--- config.mk ---
export PLATFORM = sky130hd
export DESIGN_NAME = clkswitch_seq_flat
export DESIGN_NICKNAME = d
export VERILOG_FILES = /design/src/rtl/clkswitch_pkg.sv /design/src/rtl/clkswitch_if.sv /design/src/rtl/clkswitch_seq_settle_timer.sv /design/src/rtl/clkswitch_seq.sv /design/src/flat_wrapper.sv
export SDC_FILE = /design/constraint.sdc
export NUM_CORES = 1
export LEC_CHECK = 0
export ABC_CLOCK_PERIOD_IN_PS = 4900
export CAP_MARGIN = 15
export CORE_MARGIN = 2
export CORE_UTILIZATION = 40
export CTS_BUF_LIST = sky130_fd_sc_hd__clkbuf_8 sky130_fd_sc_hd__clkbuf_16
export DETAILED_ROUTE_END_ITERATION = 16
export SLEW_MARGIN = 20
export SYNTH_ARGS = -nofsm -noshare
export SYNTH_HDL_FRONTEND = slang
export SYNTH_SLANG_ARGS = --single-unit
--- constraint.sdc ---
create_clock -name hsclk_in -period 4.9 [get_ports hsclk_in]
set_clock_uncertainty 0.1 [all_clocks]
set_input_delay 0.49 -clock hsclk_in [delete_from_list [all_inputs] [get_ports hsclk_in]]
set_output_delay 0.49 -clock hsclk_in [all_outputs]
set_load 0.005 [all_outputs]
--- src/rtl/clkswitch_pkg.sv ---
// Shared types for the CPU clock-switch sequencer: state encoding, divider codes
// and settle-counter width.
package clkswitch_pkg;

    localparam int CNT_W = 8;

    typedef enum logic [2:0] {
        LS_IDLE,
        HS_IDLE,
        DROP,
        DIV,
        RAISE,
        SLOW
    } state_t;

    typedef enum logic [1:0] {
        DIV1 = 2'b00,
        DIV2 = 2'b01,
        DIV4 = 2'b10,
        DIV8 = 2'b11
    } div_t;

endpackage

--- src/rtl/clkswitch_if.sv ---
// Request / slow-access handshake and clock-controller selects of clkswitch_seq.
// switch_count exists only when CLKSWITCH_COUNT_EN is defined.
interface clkswitch_if;
    logic        req_valid;
    logic        req_hs;
    logic [1:0]  req_div;
    logic        req_ready;
    logic        slow_req;
    logic        slow_ack;
    logic        hsclk_sel;
    logic [1:0]  cpuclk_div_sel;
    logic        busy;
`ifdef CLKSWITCH_COUNT_EN
    logic [15:0] switch_count;
`endif

    modport master (
        output req_valid, req_hs, req_div, slow_req,
`ifdef CLKSWITCH_COUNT_EN
        input  switch_count,
`endif
        input  req_ready, slow_ack, hsclk_sel, cpuclk_div_sel, busy
    );

    modport slave (
        input  req_valid, req_hs, req_div, slow_req,
`ifdef CLKSWITCH_COUNT_EN
        output switch_count,
`endif
        output req_ready, slow_ack, hsclk_sel, cpuclk_div_sel, busy
    );
endinterface

--- src/rtl/clkswitch_seq_settle_timer.sv ---
// Shared settle counter: loads N-1 on entry to a timed state, counts down, flags zero.
module settle_timer
    import clkswitch_pkg::*;
(
    input  logic             clk,
    input  logic             rst,
    input  logic             load,
    input  logic [CNT_W-1:0] load_val,
    output logic             zero
);
    logic [CNT_W-1:0] count;

    always_ff @(posedge clk or posedge rst) begin
        if (rst)
            count <= '0;
        else if (load)
            count <= load_val;
        else if (count != '0)
            count <= count - 1'b1;
    end

    assign zero = (count == '0);
endmodule

--- src/rtl/clkswitch_seq.sv ---
// Sequences hsclk_sel / cpuclk_div_sel so the divider only moves while on the slow clock.
// Optional CLKSWITCH_COUNT_EN adds a saturating count of high-speed raises.
module clkswitch_seq
    import clkswitch_pkg::*;
#(
    parameter int SETTLE_CYCLES = 16,
    parameter int DIV_SETTLE    = 16
) (
    input  logic        hsclk_in,
    input  logic        rst,
    clkswitch_if.slave  bus
);
    localparam logic [CNT_W-1:0] SETTLE_LD = CNT_W'(SETTLE_CYCLES - 1);
    localparam logic [CNT_W-1:0] DIV_LD    = CNT_W'(DIV_SETTLE - 1);

    state_t           state, state_n;
    logic             hs_n, ack_n, busy_n;
    logic [1:0]       div_n;
    logic             cfg_hs, cfg_hs_n, ret_hs, ret_hs_n;
    logic [1:0]       cfg_div, cfg_div_n;
    logic             t_load, t_zero, accept;
    logic [CNT_W-1:0] t_val;

    assign bus.req_ready = ((state == LS_IDLE) || (state == HS_IDLE)) && !bus.slow_req;
    assign accept        = bus.req_valid && bus.req_ready;
    assign busy_n        = !((state_n == LS_IDLE) || (state_n == HS_IDLE));

    settle_timer u_timer (
        .clk      (hsclk_in),
        .rst      (rst),
        .load     (t_load),
        .load_val (t_val),
        .zero     (t_zero)
    );

    always_comb begin
        state_n   = state;
        hs_n      = bus.hsclk_sel;
        div_n     = bus.cpuclk_div_sel;
        ack_n     = bus.slow_ack;
        cfg_hs_n  = cfg_hs;
        cfg_div_n = cfg_div;
        ret_hs_n  = ret_hs;
        t_load    = 1'b0;
        t_val     = SETTLE_LD;
        if (accept) begin
            cfg_hs_n  = bus.req_hs;
            cfg_div_n = bus.req_div;
        end
        unique case (state)
            LS_IDLE: begin
                ack_n = bus.slow_req;
                if (accept) begin
                    if (bus.req_div != bus.cpuclk_div_sel) begin
                        state_n = DIV;
                        div_n   = bus.req_div;
                        t_load  = 1'b1;
                        t_val   = DIV_LD;
                    end else if (bus.req_hs) begin
                        state_n = RAISE;
                        hs_n    = 1'b1;
                        t_load  = 1'b1;
                    end
                end
            end
            HS_IDLE: begin
                // A same-divider high-speed request is acked here with no sequence.
                if (bus.slow_req || (accept && !(bus.req_hs && (bus.req_div == bus.cpuclk_div_sel)))) begin
                    state_n  = DROP;
                    hs_n     = 1'b0;
                    ret_hs_n = bus.slow_req;
                    t_load   = 1'b1;
                end
            end
            DROP: begin
                if (t_zero) begin
                    if (ret_hs) begin
                        state_n = SLOW;
                        ack_n   = 1'b1;
                    end else if (cfg_div != bus.cpuclk_div_sel) begin
                        state_n = DIV;
                        div_n   = cfg_div;
                        t_load  = 1'b1;
                        t_val   = DIV_LD;
                    end else if (cfg_hs) begin
                        state_n = RAISE;
                        hs_n    = 1'b1;
                        t_load  = 1'b1;
                    end else begin
                        state_n = LS_IDLE;
                    end
                end
            end
            DIV: begin
                if (t_zero) begin
                    if (!cfg_hs) begin
                        state_n = LS_IDLE;
                    end else if (bus.slow_req) begin
                        state_n  = SLOW;
                        ret_hs_n = 1'b1;
                        ack_n    = 1'b1;
                    end else begin
                        state_n = RAISE;
                        hs_n    = 1'b1;
                        t_load  = 1'b1;
                    end
                end
            end
            SLOW: begin
                if (!bus.slow_req) begin
                    state_n  = RAISE;
                    ack_n    = 1'b0;
                    hs_n     = 1'b1;
                    ret_hs_n = 1'b0;
                    t_load   = 1'b1;
                end
            end
            RAISE: begin
                if (t_zero)
                    state_n = HS_IDLE;
            end
            default: state_n = LS_IDLE;
        endcase
    end

    always_ff @(posedge hsclk_in or posedge rst) begin
        if (rst) begin
            state              <= LS_IDLE;
            bus.hsclk_sel      <= 1'b0;
            bus.cpuclk_div_sel <= DIV8;
            bus.slow_ack       <= 1'b0;
            bus.busy           <= 1'b0;
            cfg_hs             <= 1'b0;
            cfg_div            <= DIV8;
            ret_hs             <= 1'b0;
        end else begin
            state              <= state_n;
            bus.hsclk_sel      <= hs_n;
            bus.cpuclk_div_sel <= div_n;
            bus.slow_ack       <= ack_n;
            bus.busy           <= busy_n;
            cfg_hs             <= cfg_hs_n;
            cfg_div            <= cfg_div_n;
            ret_hs             <= ret_hs_n;
        end
    end

`ifdef CLKSWITCH_COUNT_EN
    logic [15:0] switch_cnt;

    always_ff @(posedge hsclk_in or posedge rst) begin
        if (rst)
            switch_cnt <= '0;
        else if ((state_n == RAISE) && (state != RAISE) && (switch_cnt != 16'hFFFF))
            switch_cnt <= switch_cnt + 16'd1;
    end

    assign bus.switch_count = switch_cnt;
`endif
endmodule

--- src/flat_wrapper.sv ---
// flat-port wrapper written by rule: the top's interface ports become plain ports
module clkswitch_seq_flat import clkswitch_pkg::*;
#(
    parameter int SETTLE_CYCLES = 16,
    parameter int DIV_SETTLE    = 16
)
  (hsclk_in, rst, bus_req_valid, bus_req_hs, bus_req_div, bus_slow_req, bus_req_ready, bus_slow_ack, bus_hsclk_sel, bus_cpuclk_div_sel, bus_busy);
  clkswitch_if bus_i ();
  input  logic hsclk_in;
  input  logic rst;
  input wire logic [$bits(bus_i.req_valid)-1:0] bus_req_valid;
  input wire logic [$bits(bus_i.req_hs)-1:0] bus_req_hs;
  input wire logic [$bits(bus_i.req_div)-1:0] bus_req_div;
  input wire logic [$bits(bus_i.slow_req)-1:0] bus_slow_req;
  output wire logic [$bits(bus_i.req_ready)-1:0] bus_req_ready;
  output wire logic [$bits(bus_i.slow_ack)-1:0] bus_slow_ack;
  output wire logic [$bits(bus_i.hsclk_sel)-1:0] bus_hsclk_sel;
  output wire logic [$bits(bus_i.cpuclk_div_sel)-1:0] bus_cpuclk_div_sel;
  output wire logic [$bits(bus_i.busy)-1:0] bus_busy;
  assign bus_i.req_valid = bus_req_valid;
  assign bus_i.req_hs = bus_req_hs;
  assign bus_i.req_div = bus_req_div;
  assign bus_i.slow_req = bus_slow_req;
  assign bus_req_ready = bus_i.req_ready;
  assign bus_slow_ack = bus_i.slow_ack;
  assign bus_hsclk_sel = bus_i.hsclk_sel;
  assign bus_cpuclk_div_sel = bus_i.cpuclk_div_sel;
  assign bus_busy = bus_i.busy;
  clkswitch_seq #(.SETTLE_CYCLES(SETTLE_CYCLES), .DIV_SETTLE(DIV_SETTLE)) u_core (.hsclk_in(hsclk_in), .rst(rst), .bus(bus_i));
endmodule
==> metrics.yaml, run 1 <==
detailed_routing:
  vias_per_cell: 5.72
  drc: 0
  wl_per_cell_um: 15.3
  routed_wirelength_um: 3150
  drtAntennaViolNets: 0
  drtPass1Iterations: 4
  vias: 1179
  drt-initial-drc-count: 56
cells_and_area:
  final_area_um2: 1540
  multi_input_area_um2: 752
  seqCellArea_um2: 505
  antennaDiodeCount: 0
  fill_cells: 305
  syn2layout_area_growth_pct: 16.7
  fin_nets: 172
  drive_gt1_frac: 0.105
min_path:
  min-delay-start: "u_core.cfg_div[1]$_DFFE_PP1N_"
  hold_class: "flop to flop"
  holdPathStages: 2
  min_to: "u_core.cfg_div[1]$_DFFE_PP1N_"
power_and_ir_drop:
  p_total_uw: 988
  power_density_nw_per_um2: 643
  ir_worst_vdd_mv: 0.291
  power_leakage_uw: 0.000619
timing:
  timing.hold.ws_ns: 0.380
  slew_viol_final: 0
  worst_pin_slew_ns: 0.841
  post-route-period-util: 0.537
  finalHoldViolations: 0
  rsz0062_at_grt: "false"
  setup_viol: 0
  tns_ns: 0
  fmax_mhz: 380
  fin_crit_ns: 2.63
  fin_ws_ns: 2.27
  relSlewSlack: 0.434
floorplanning:
  dieArea_um2: 3770
  start_util: 0.425
  fp.dieW_um: 61.4
  rows: 20
  die_y_um: 61.4
  ios: 13
  coreArea_um2: 3100
cts:
  cts_root_buf: "clkbuf_8"
  cts_hold_buf: 0
  cts.clk_slew.worst_paths_ns: 0.08
  cts_max_level: 1
  cts_tree: "built"
  cts_buffers: 3
  cts_setup_buffers: 0
  clk_latency_ns: 0.27
  cts_max_path_buffers: 2
  cts_num_sinks: 20
  cts_resized: 0
yosys:
  ys_async_sr_fraction: 1.00
  mappedNetlistNets: 160
  seq_area_frac_synth: 0.384
  netlist_instances: 151
  syn_area_per_cell_um2: 8.73
  dominantRegCellSynth: "dfrtp_1"
  ys_warn_count: 0
  synth_area_um2: 1320
  synth.distinct_cells: 46
  synth-seq-cells: 20
  synth-edff-count: 0
worst_setup_path:
  worstRegToRegCells: 7
  reg2reg_from: "u_core.u_timer.count[0]$_DFFE_PP0P_"
  cpPeakStageDelay_ns: 0.78
  crit_type: "input pin to flop"
  path_max_fanout: 10
  reg2reg_to: "u_core.u_timer.count[3]$_DFFE_PP0P_"
  path_cells: "clkdlybuf4s50_1 -> nor4b_1 -> nand2_1 -> or3_1 -> o311ai_1 -> nand4b_1"
  cp_data_required_time_ns: 4.99
  rrSetupSlack_ns: 2.41
  crit_path_end_kind: "flop"
  critPathSlowestCell: "nor4b_1"
  worstPathArrival_ns: 2.73
  critPathTopFamily: "simple AND/OR/NAND/NOR gates"
  startpoint_type: "input pin"
  cp.buffers_inverters: 1
place:
  io_buffers: 12
  place_area_um2: 1470
  dp_hpwl_um: 2320
  place_ws_ns: 2.05
  gp_congestion: 0.842
global_route:
  first_global_vias: 1154
  grt_use_total: 0.193
  overflow: 0
  antenna_found_initial: 0
  grt_pass1_wl_um: 5320
  grt_max_degree: 21
run:
  drv_cap: 0
outcome:
  outcome: "completed"
[worst reg2reg max path: stages, from the launching register on]
cell and delay (ns):
dfrtp_1 0.40, inv_1 0.15, ha_1 0.18, or2b_1 0.29, or4_4 0.59, a211o_2 0.31
nand3_1 0.22, nand2b_1 0.17
[report_power, final]
group	leakage, µW	total [µW]	internal, µW	switching [µW]
clock network	0.0000357	169	109	60.0
logic	0.000353	466	213	252
registers	0.000230	353	251	102
total	0.000619	988	574	414
[cell usage after synthesis (2+ instances only)]
cell | count | area share
xor2_1 | 3 | 0.020
mux2_1 | 2 | 0.017
nor2b_1 | 3 | 0.014
dfrtp_1 | 16 | 0.30
a21oi_1 | 6 | 0.023
nand2_1 | 18 | 0.051
o211ai_1 | 2 | 0.011
xnor2_1 | 5 | 0.033
o21ai_0 | 11 | 0.042
a31oi_1 | 3 | 0.014
nand2b_1 | 4 | 0.019
ha_1 | 2 | 0.019
nor3_1 | 3 | 0.011
a211oi_1 | 2 | 0.011
nor4_1 | 3 | 0.014
clkbuf_1 | 4 | 0.011
nor2_1 | 14 | 0.040
nor3b_1 | 2 | 0.011
mux2i_1 | 3 | 0.023
inv_1 | 9 | 0.026
mux2_2 | 2 | 0.017
dfstp_2 | 4 | 0.080
nand3_1 | 7 | 0.027
[per-stage QoR]
step / util / instances
after detailed placement: 0.473 / 202
final: 0.496 / 206
after global routing: 0.496 / 206
after global placement: 0.473 / 202
after CTS: 0.496 / 206
after floorplan: - / 151
[worst max path at each step]
stage	from	end	slack, ns	cells after the start
CTS	bus_slow_req	u_core.bus.busy$_DFF_PP0_	2.29	6
floorplan	u_core.u_timer.count[0]$_DFFE_PP0P_	u_core.bus.cpuclk_div_sel[0]$_DFFE_PP1P_	2.65	8
global placement	bus_slow_req	u_core.bus.busy$_DFF_PP0_	2.09	6
detailed placement	bus_slow_req	u_core.bus.busy$_DFF_PP0_	2.05	6
finish	bus_slow_req	u_core.bus.busy$_DFF_PP0_	2.27	6
global route	bus_slow_req	u_core.bus.busy$_DFF_PP0_	2.12	6
[cell usage in the layout, fill, tap and decap left out, drive strengths merged, types with 3 or more instances in the layout]
| master | count |
|---|---|
| nor4 | 3 |
| nor2 | 14 |
| mux2 | 4 |
| xor2 | 3 |
| xnor2 | 5 |
| nand2 | 18 |
| o21ai | 12 |
| clkdlybuf4s50 | 12 |
| a21oi | 6 |
| nor3 | 3 |
| inv | 9 |
| clkbuf | 3 |
| mux2i | 3 |
| dfrtp | 16 |
| nand2b | 4 |
| nand3 | 8 |
| nor2b | 3 |
| a31oi | 3 |
| dfstp | 4 |
[registers in the layout, indices dropped and copies added (netlist names)]
signal / count
u_core.u_timer.count: 8
u_core.bus.busy: 1
u_core.cfg_hs: 1
u_core.cfg_div: 2
u_core.bus.slow_ack: 1
u_core.state: 3
u_core.ret_hs: 1
u_core.bus.cpuclk_div_sel: 2
u_core.bus.hsclk_sel: 1
[layout make-up]
| class | count | area share |
|---|---|---|
| Inverter | 9 | 0.0220 |
| Timing Repair Buffer | 12 | 0.0781 |
| Sequential cell | 20 | 0.329 |
| Tap cell | 44 | 0.0358 |
| Multi-Input combinational cell | 117 | 0.489 |
| Clock buffer | 3 | 0.0269 |
| Clock inverter | 1 | 0.0195 |
[routing by layer]
| metal | global-route usage | wire, µm |
|---|---|---|
| met5 | 0 | 0 |
| met4 | 0.0638 | 52 |
| met3 | 0.0273 | 157 |
| met2 | 0.319 | 1490 |
| met1 | 0.261 | 1450 |
[kinds of logic (layout without fill, tap and decap cells)]
group / after synthesis / count (layout) / share of synthesized area
adders and majority gates: 2 / 2 / 0.0190
muxes: 7 / 7 / 0.0570
buffers and inverters: 14 / 25 / 0.0456
and+or+nand+nor: 65 / 65 / 0.259
xor gates and xnor gates: 8 / 8 / 0.0532
DFF: 20 / 20 / 0.384
AOI/OAI and AO/OA: 35 / 35 / 0.182
Power figures use the tool's default switching activity.
==> inputs of run 2 (changes only) <==
Settings changed: ABC_CLOCK_PERIOD_IN_PS 4900 to 2400.
Clock period 4.9 ns to 2.4 ns, I/O delays scaled along.
==> run 2 against run 1 <==
Effect of this change:
- non-clock buffer count is 14 higher
- die area unchanged
- power increased by 110%
- wire length rose by 2.6%
- worst setup slack worse by 2.1 ns
- register-to-register slack got worse by 2.3 ns
- global-route usage rose by 0.83 points
- clock power grew 110%
- highest routed layer unchanged
- first-iteration DRC count down 21%
- combinational power rose by 120%
==> metrics.yaml, run 2 (synthesis results as in run 1) <==
outcome:
  outcome: "completed"
timing:
  fin_crit_ns: 2.27
  post-route-period-util: 0.944
  setup_viol: 0  # unchanged
  tns_ns: 0  # unchanged
  relSlewSlack: 0.482  # +0.0473
  finalHoldViolations: 0  # unchanged
  rsz0062_at_grt: "false"
  slew_viol_final: 0  # unchanged
  worst_pin_slew_ns: 0.777  # -0.0641 ns
  fmax_mhz: 441
  timing.hold.ws_ns: 0.301  # -0.0791 ns
floorplanning:
  dieArea_um2: 3770  # unchanged
  ios: 13  # unchanged
  die_y_um: 61.4  # unchanged
  start_util: 0.425  # unchanged
  fp.dieW_um: 61.4  # unchanged
  coreArea_um2: 3100  # unchanged
  rows: 20  # unchanged
cells_and_area:
  fill_cells: 311  # +2.0%
  post-route-util: 0.535  # +0.0395
  syn2layout_area_growth_pct: 26.0
  largest_reg_flops: 8  # unchanged
  top_register: "u_core.u_timer.count"
  reg_top3: "u_core.u_timer.count (8), u_core.state (3)"
  final_cell_mix: "nand2_1 (18), dfrtp_1 (16), nor2_1 (14), buf_4 (13), clkdlybuf4s50_1 (12)"
  antennaDiodeCount: 0  # unchanged
  drive_gt1_frac: 0.182  # +0.0769
  layout_commonest_cell: "nand2_1"
  fin_cells: 220  # +6.8%
  fin_nets: 186  # +8.1%
cts:
  cts_buffers: 3  # unchanged
  cts.clk_slew.worst_paths_ns: 0.08  # about the same
  cts_max_level: 1  # unchanged
  cts_root_buf: "clkbuf_8"
  cts_tree: "built"
  cts_max_path_buffers: 2  # unchanged
  clk_latency_ns: 0.27  # about the same
  cts_num_sinks: 20  # unchanged
worst_setup_path:
  crit_path_end_kind: "flop"
  reg2reg_from: "u_core.u_timer.count[1]$_DFFE_PP0P_"
  critPathTopFamily: "simple AND/OR/NAND/NOR gates"
  worstPathArrival_ns: 2.32  # -0.41 ns
  worstRegToRegCells: 8  # +1
  crit_path_frequent_cell: "a21oi_1"
  path_max_fanout: 7  # -3
  cp.buffers_inverters: 2  # +1
  cpPeakStageDelay_ns: 0.50  # -0.28 ns
  crit_cells: 8  # +2
  path_cells: "inv_1 -> ha_1 -> or2b_1 -> or4_4 -> buf_12 -> a21oi_1 -> a21oi_1 -> or2_2"
  cp_data_required_time_ns: 2.46  # -2.53 ns
  critPathLaunch: "u_core.u_timer.count[1]$_DFFE_PP0P_"
  startpoint_type: "flop"
  critPathSlowestCell: "or4_4"
  crit_type: "flop to flop"
global_route:
  grt_use_total: 0.201  # +0.00828
  grt_max_degree: 21  # unchanged
  first_global_vias: 1111  # -3.7%
  antenna_found_initial: 0  # unchanged
  grt_pass1_wl_um: 5430  # +2.1%
  overflow: 0  # unchanged
power_and_ir_drop:
  power_leakage_uw: 0.000698  # +13%
  power.internal_uw: 1240  # +120%
  switching_share: 0.410  # -0.00944
  power_frac_seq: 0.337  # -0.021
  power_density_nw_per_um2: 1260  # +96%
  clockPowerShare: 0.166  # -0.005
  p_comb_frac: 0.497  # +0.026
  ir_worst_vdd_mv: 0.712  # +140%
  p_switching_uw: 858  # +110%
  p_total_uw: 2090  # +110%
place:
  io_buffers: 12  # unchanged
  dp_hpwl_um: 2360  # +1.7%
  gp_congestion: 0.842  # unchanged
  placed_cells: 215  # +6.4%
detailed_routing:
  routed_wirelength_um: 3230  # +2.6%
  wl_per_cell_um: 14.7  # -3.9%
  drc: 0  # unchanged
  drtAntennaViolNets: 0  # unchanged
  drtPass1Iterations: 4  # unchanged
  drt-initial-drc-count: 44  # -21%
  vias: 1212  # +2.8%
  vias_per_cell: 5.51  # -3.7%
min_path:
  hold_class: "input pin to asynchronous set/reset pin"
run:
  drv_cap: 0  # unchanged
-- run 2: cell types whose count changed in the layout (fill, tap and decap cells not counted), sizes merged --
| cell | delta |
|---|---|
| buf | +14 |
-- run 2: through the flow --
| stage | instance area [µm²] | setup slack, ns |
|---|---|---|
| 6_report | 1660 | 0.133 |
| 5_1_grt | 1660 | 0.0328 |
| 4_1_cts | 1640 | 0.0193 |
| 3_5_place_dp | 1560 | 0.0298 |
| 3_3_place_gp | 1560 | 0.0584 |
| 2_1_floorplan | 1320 | 0.149 |
-- run 2: repair_timing --
action / 4_1_cts / 5_1_grt
setup endpoints to repair: 0 / 12
setup buffers: 0 / 1
resized for setup: 0 / 2
hold buffers: 0 / 0
-- run 2: layout make-up --
class | instances | area [µm²] | share of cell area
clock inverter | 1 | 30.0 | 0.0181
clock buffer | 3 | 41.3 | 0.0249
inverter | 9 | 33.8 | 0.0203
multi-input combinational | 117 | 757 | 0.456
tap | 44 | 55.1 | 0.0332
sequential | 20 | 505 | 0.304
timing repair buffer | 26 | 238 | 0.143
-- run 2: power groups by stage --
stage / combinational [µW] / clock, µW / sequential, µW
floorplan: 729 / 0 / 650
global placement: 1010 / 0 / 703
detailed placement: 1020 / 0 / 705
CTS: 1030 / 356 / 702
global route: 1170 / 369 / 735
finish: 1040 / 348 / 706
-- run 2: worst paths after layout --
check	end	slack, ns
hold / removal	u_core.u_timer.count[4]$_DFFE_PP0P_	0.30
setup / recovery	u_core.u_timer.count[2]$_DFFE_PP0P_	0.13
max in group asynchronous	u_core.bus.busy$_DFF_PP0_	1.40
setup reg to reg	u_core.u_timer.count[2]$_DFFE_PP0P_	0.13
min in group hsclk_in	u_core.cfg_div[1]$_DFFE_PP1N_	0.38
hold reg to reg	u_core.cfg_div[1]$_DFFE_PP1N_	0.38
-- run 2: metal layers --
layer / vias to the layer above / part of all wire / GRT usage / routed length, µm
met5: - / 0 / 0 / 0
met4: 0 / 0.024 / 0.0821 / 77
met3: 8 / 0.046 / 0.0483 / 148
met2: 34 / 0.47 / 0.307 / 1510
met1: 573 / 0.46 / 0.275 / 1500
li1: 597 / - / - / -
==> inputs of run 3 (changes only) <==
Settings changed: CAP_MARGIN 15 to unset.
==> results of run 3 <==
Final layout, timing and power as in run 2 (identical DEF).
